File: src/rtl/cfg_reg_responder.sv
// rtl/cfg_reg_responder.sv - config-register responder driving the data IP's active width
//
// Purpose: single-outstanding request/response register slave holding a shadow
// DATA_WIDTH. The active width presented to the IP changes only after a commit,
// and only on a cycle where the IP reports core_idle.
//
// Optional feature macro: CFG_REG_LOCK_EN (sticky CTRL bit2 lock that blocks
// WIDTH writes and commits until reset).
//
// Ports:
//   clk, rst_n            clock, asynchronous active-low reset
//   req_valid/req_ready   request handshake (ready only while idle)
//   req_write, req_addr,  request type, byte address, write data
//   req_wdata
//   rsp_valid/rsp_ready   response handshake, response held until taken
//   rsp_rdata, rsp_err    read data (0 for writes/errors), access error
//   core_idle             IP has no transfer in flight
//   cfg_data_width        active width to the IP
//   cfg_update            one-cycle pulse when the active width is (re)loaded

module cfg_reg_responder #(
  parameter int unsigned ADDR_W         = 4,
  parameter int unsigned DEF_DATA_WIDTH = 32,
  parameter int unsigned MAX_DATA_WIDTH = 64,
  parameter logic [31:0] ID_VALUE       = 32'h5643_0001
) (
  input  logic              clk,
  input  logic              rst_n,
  input  logic              req_valid,
  output logic              req_ready,
  input  logic              req_write,
  input  logic [ADDR_W-1:0] req_addr,
  input  logic [31:0]       req_wdata,
  output logic              rsp_valid,
  input  logic              rsp_ready,
  output logic [31:0]       rsp_rdata,
  output logic              rsp_err,
  input  logic              core_idle,
  output logic [7:0]        cfg_data_width,
  output logic              cfg_update
);

  typedef enum logic {
    ST_IDLE = 1'b0,
    ST_RESP = 1'b1
  } state_t;

  localparam logic [1:0] SEL_CTRL  = 2'd0;
  localparam logic [1:0] SEL_WIDTH = 2'd1;
  localparam logic [1:0] SEL_STAT  = 2'd2;
  localparam logic [1:0] SEL_ID    = 2'd3;

  localparam logic [7:0] DEF_W = 8'(DEF_DATA_WIDTH);

  state_t      state_q, state_d;
  logic        enable_q;
  logic        pending_q;
  logic [7:0]  shadow_q;
  logic        lock_q;

  logic        accept;
  logic [31:0] addr_ext;
  logic [1:0]  sel;
  logic        width_illegal;
  logic        lock_err;
  logic        err_d;
  logic [31:0] rdata_d;
  logic        wr_ctrl;
  logic        wr_width;
  logic        commit_set;
  logic        apply;

  // ---------------------------------------------------------------- FSM
  always_ff @(posedge clk or negedge rst_n) begin
    if (!rst_n) state_q <= ST_IDLE;
    else        state_q <= state_d;
  end

  always_comb begin
    state_d   = state_q;
    req_ready = 1'b0;
    rsp_valid = 1'b0;
    case (state_q)
      ST_IDLE: begin
        req_ready = 1'b1;
        if (req_valid) state_d = ST_RESP;
      end
      ST_RESP: begin
        rsp_valid = 1'b1;
        if (rsp_ready) state_d = ST_IDLE;
      end
      default: state_d = ST_IDLE;
    endcase
  end

  // ------------------------------------------------------------ decode
  assign accept   = req_valid && req_ready;
  assign addr_ext = 32'(req_addr);
  assign sel      = addr_ext[3:2];

  // Legal width: 8..MAX in steps of 8, nothing above bit 7.
  assign width_illegal = (req_wdata[31:8] != 24'd0) || (req_wdata[7:0] == 8'd0) ||
                         (req_wdata[2:0] != 3'd0) || (req_wdata > MAX_DATA_WIDTH);

  always_comb begin
    lock_err = 1'b0;
    if (lock_q && req_write) begin
      if (sel == SEL_WIDTH) lock_err = 1'b1;
      if ((sel == SEL_CTRL) && req_wdata[1]) lock_err = 1'b1;
    end
  end

  always_comb begin
    err_d   = 1'b0;
    rdata_d = 32'd0;
    if ((addr_ext[1:0] != 2'd0) || (addr_ext > 32'hC)) begin
      err_d = 1'b1;
    end else if (req_write) begin
      if ((sel == SEL_STAT) || (sel == SEL_ID)) err_d = 1'b1;
      if ((sel == SEL_WIDTH) && width_illegal)  err_d = 1'b1;
      if (lock_err)                              err_d = 1'b1;
    end else begin
      case (sel)
        SEL_CTRL:  rdata_d = {29'd0, lock_q, 1'b0, enable_q};
        SEL_WIDTH: rdata_d = {24'd0, shadow_q};
        SEL_STAT:  rdata_d = {16'd0, cfg_data_width, 6'd0, core_idle, pending_q};
        SEL_ID:    rdata_d = ID_VALUE;
        default:   rdata_d = 32'd0;
      endcase
    end
  end

  assign wr_ctrl  = accept && req_write && !err_d && (sel == SEL_CTRL);
  assign wr_width = accept && req_write && !err_d && (sel == SEL_WIDTH);

  // Commit counts when enable is being written to 1 or is already set.
  assign commit_set = wr_ctrl && req_wdata[1] && (req_wdata[0] || enable_q);
  assign apply      = pending_q && core_idle;

  // ------------------------------------------------------------- state
  always_ff @(posedge clk or negedge rst_n) begin
    if (!rst_n) begin
      rsp_rdata <= 32'd0;
      rsp_err   <= 1'b0;
    end else if (accept) begin
      rsp_rdata <= rdata_d;
      rsp_err   <= err_d;
    end
  end

  // The apply reads shadow_q before any same-cycle WIDTH write lands, and a
  // same-cycle commit re-arms pending for the newer shadow.
  always_ff @(posedge clk or negedge rst_n) begin
    if (!rst_n) begin
      enable_q       <= 1'b0;
      pending_q      <= 1'b0;
      shadow_q       <= DEF_W;
      cfg_data_width <= DEF_W;
      cfg_update     <= 1'b0;
    end else begin
      cfg_update <= 1'b0;
      if (wr_ctrl)  enable_q <= req_wdata[0];
      if (wr_width) shadow_q <= req_wdata[7:0];
      if (apply) begin
        cfg_data_width <= shadow_q;
        cfg_update     <= 1'b1;
      end
      if (commit_set) pending_q <= 1'b1;
      else if (apply) pending_q <= 1'b0;
    end
  end

`ifdef CFG_REG_LOCK_EN
  always_ff @(posedge clk or negedge rst_n) begin
    if (!rst_n)                      lock_q <= 1'b0;
    else if (wr_ctrl && req_wdata[2]) lock_q <= 1'b1;
  end
`else
  assign lock_q = 1'b0;
`endif

endmodule
File: config.mk
export PLATFORM = sky130hd
export DESIGN_NAME = cfg_reg_responder
export DESIGN_NICKNAME = d
export VERILOG_FILES = /design/src/rtl/cfg_reg_responder.sv
export SDC_FILE = /design/constraint.sdc
export NUM_CORES = 1
export LEC_CHECK = 0
export BUFFER_PORTS_ARGS = -buffer_cell sky130_fd_sc_hd__buf_2
export CAP_MARGIN = 10
export CELL_PAD_IN_SITES_DETAIL_PLACEMENT = 0
export CELL_PAD_IN_SITES_GLOBAL_PLACEMENT = 1
export CORE_MARGIN = 3
export CORE_UTILIZATION = 34
export CTS_CLUSTER_DIAMETER = 30
export DETAILED_ROUTE_END_ITERATION = 16
export GPL_TIMING_DRIVEN = 0
export PLACE_DENSITY_LB_ADDON = 0.1
export SLEW_MARGIN = 10
export SYNTH_ARGS = -nofsm -noshare
export SYNTH_HDL_FRONTEND = slang
export SYNTH_SLANG_ARGS = --single-unit
File: constraint.sdc
create_clock -name clk -period 2.4 [get_ports clk]
set_input_delay 0 -clock clk [delete_from_list [all_inputs] [get_ports clk]]
set_output_delay 0 -clock clk [all_outputs]
set_load 0.02 [all_outputs]
==> reports/metrics.cfg <==
[status]
outcome = completed

[global_route]
grt_first_pass_wirelength_um = 7070
grt_util_all_layers = 0.147
grt-ovfl-total = 0
grt_max_degree = 39
antenna_found_initial = 0
grt_pass1_vias = 1482

[sta]
tightestPinTransition_ns = 0.892
final-setup-viol-count = 0
clock_skew_ns = 0.00593
hold_viol = 0
hold_ws_ns = 0.00693
rsz0062_at_grt = false
slew_viol_final = 0
fmax_ghz = 0.487
setup_tns_ns = 0
fin_crit_sh = 0.855
slew_headroom = 0.404
min_period_ns = 2.05

[worst_setup_path]
critPathCaptureType = register
ff2ff_path_depth = 4
endpoint = rsp_rdata[1]$_DFFE_PN0P_
cp_max_fo = 7
critPathLaunch = state_q$_DFF_PN0_
required_ns = 2.62
r2r-end = rsp_rdata[1]$_DFFE_PN0P_
r2r_slack_ns = 0.35
rr_startpoint = state_q$_DFF_PN0_
worstPathArrival_ns = 2.27
start_kind = register
path_class = reg -> reg

[floorplan]
dieArea_um2 = 6060
start_util = 0.362
std_cell_rows = 25
die_h_um = 77.9
coreArea_um2 = 4850
io_pins = 86
die_x_um = 77.9

[cts]
cts_max_level = 2
postCtsHoldBufs = 6
clock_latency_ns = 0.28
tritoncts = done
root_buffer = clkbuf_8
cts_made_buffers = 5
cts_sinks = 38
clockBufferDepth = 2
postCtsResizedCells = 0
cts.reportedPaths.clkPinSlew_ns = 0.07
postCtsSetupBuffers = 0

[yosys]
synthDominantCellAreaShare = 0.513
yosys_warnings = 0
synth_area_leaders = dfrtp_1 51%, a22o_1 7.5%, buf_4 6.4%
seq_area_frac_synth = 0.543
synth_edf_count = 0
syn_inst = 140
netlist_area_um2 = 1760
avgSynthCellArea_um2 = 12.5
synth-main-ff-cell = dfrtp_1
yosysTopAreaCell = dfrtp_1
ys_seq_elements = 38
yosysUniqueCellTypes = 37
async_reset_ff_frac = 1.00

[finish]
nNetsFinal = 278
syn2layout_area_growth_pct = 36.5
n_antenna_cell = 0
drive_gt1_frac = 0.515
fin_util = 0.494
final_cell_mix = 75 x buf_2, 36 x dfrtp_1, 15 x a22o_1, 15 x buf_4
final_common_cell = buf_2

[routing]
via_per_inst = 4.80
routedWlPerCell_um = 13.7
drt-initial-drc-count = 36
firstDrtPassIters = 4
drc = 0
wl_um = 4170
vias = 1458
detail-route-antenna-nets = 0

[place]
gp_congestion = 0.694
post-dp-hpwl_um = 3190
io_buffers = 75

[power]
power.leakage_nw = 1.32
vdd_drop_max_mv = 0.192
total_power_w = 0.00127
p_per_area_nw_per_um2 = 529

[job]
drv_cap = 0

[min_path]
hold_path.class = in -> reg

==> worst min-delay path by stage <==
stage	end	startpoint	slack (ns)	cells past startpoint
2_1_floorplan	cfg_data_width[0]$_DFFE_PN0P_	rst_n	-0.30	0
3_3_place_gp	rsp_rdata[8]$_DFFE_PN0P_	rst_n	0.13	1
3_5_place_dp	cfg_data_width[0]$_DFFE_PN0P_	rst_n	0.15	1
4_1_cts	shadow_q[4]$_DFFE_PN0P_	req_wdata[4]	0.01	3
5_1_grt	shadow_q[4]$_DFFE_PN0P_	req_wdata[4]	0.01	3
6_report	shadow_q[4]$_DFFE_PN0P_	req_wdata[4]	0.007	3
==> through the flow <==
step / instances / cell area (um2) / setup slack, ns
floorplan: 148 / 1790 / 0.545
global placement: 290 / 2240 / 0.316
CTS: 304 / 2400 / 0.308
finish: 304 / 2400 / 0.348
detailed placement: 290 / 2240 / 0.301
global route: 304 / 2400 / 0.174
==> cell usage after synthesis (2+ instances only) <==
cell      count
a21oi_1       2
a22o_1       15
and2_4        4
buf_4        15
clkbuf_1      2
dfrtp_1      36
dfstp_2       2
inv_1         7
mux2_2        9
nand2_1       2
nor2_1        2
nor3_1        2
nor4_1        4
nor4_2        2
o211ai_1      4
o211ai_2      4
o21ai_0       8
==> power by group <==
part / internal, W / total [W] / switching, W
combinational: 0.0000675 / 0.000162 / 0.0000949
clock: 0.000232 / 0.000447 / 0.000215
sequential: 0.000650 / 0.000658 / 0.00000808
total: 0.000949 / 0.00127 / 0.000318
==> worst max-delay path, stage by stage (launching register included) <==
cell and delay [ns]:
dfrtp_1 0.42, nor4b_4 0.40, nand2b_1 0.14, nor3b_1 0.76, a221o_1 0.27
==> cell families after synthesis <==
family | Yosys count | share of synthesized area
buffers and inverters | 25 | 0.0898
flip-flops | 38 | 0.543
other | 1 | 0.00214
XOR/XNOR | 1 | 0.00499
AND/OR/NAND/NOR | 27 | 0.123
AO/OA/AOI/OAI | 38 | 0.174
multiplexers | 10 | 0.0634
==> flip-flops by register name, indices dropped and copies added, names as in the netlist <==
register	count
rsp_err	1
pending_q	1
shadow_q	8
enable_q	1
state_q	1
cfg_update	1
cfg_data_width	8
rsp_rdata	17
==> layout make-up <==
type                    instances  area, um2
clock buffers                   7       86.3
multi-input cells              85        674
clock inverters                 1       5.00
inverters                       7       26.3
repair buffers                 81        435
plain buffers                  18        131
well taps                      67       83.8
fillers                       480       2450
flip-flops and latches         38        953
==> layer usage <==
metal | vias to the layer above | share of wire | GRT usage
li1 | 693 | - | -
met1 | 691 | 0.42 | 0.172
met2 | 69 | 0.49 | 0.255
met3 | 5 | 0.077 | 0.0348
met4 | 0 | 0.016 | 0.0587
met5 | - | 0 | 0
(Power assumes the default switching activity.)
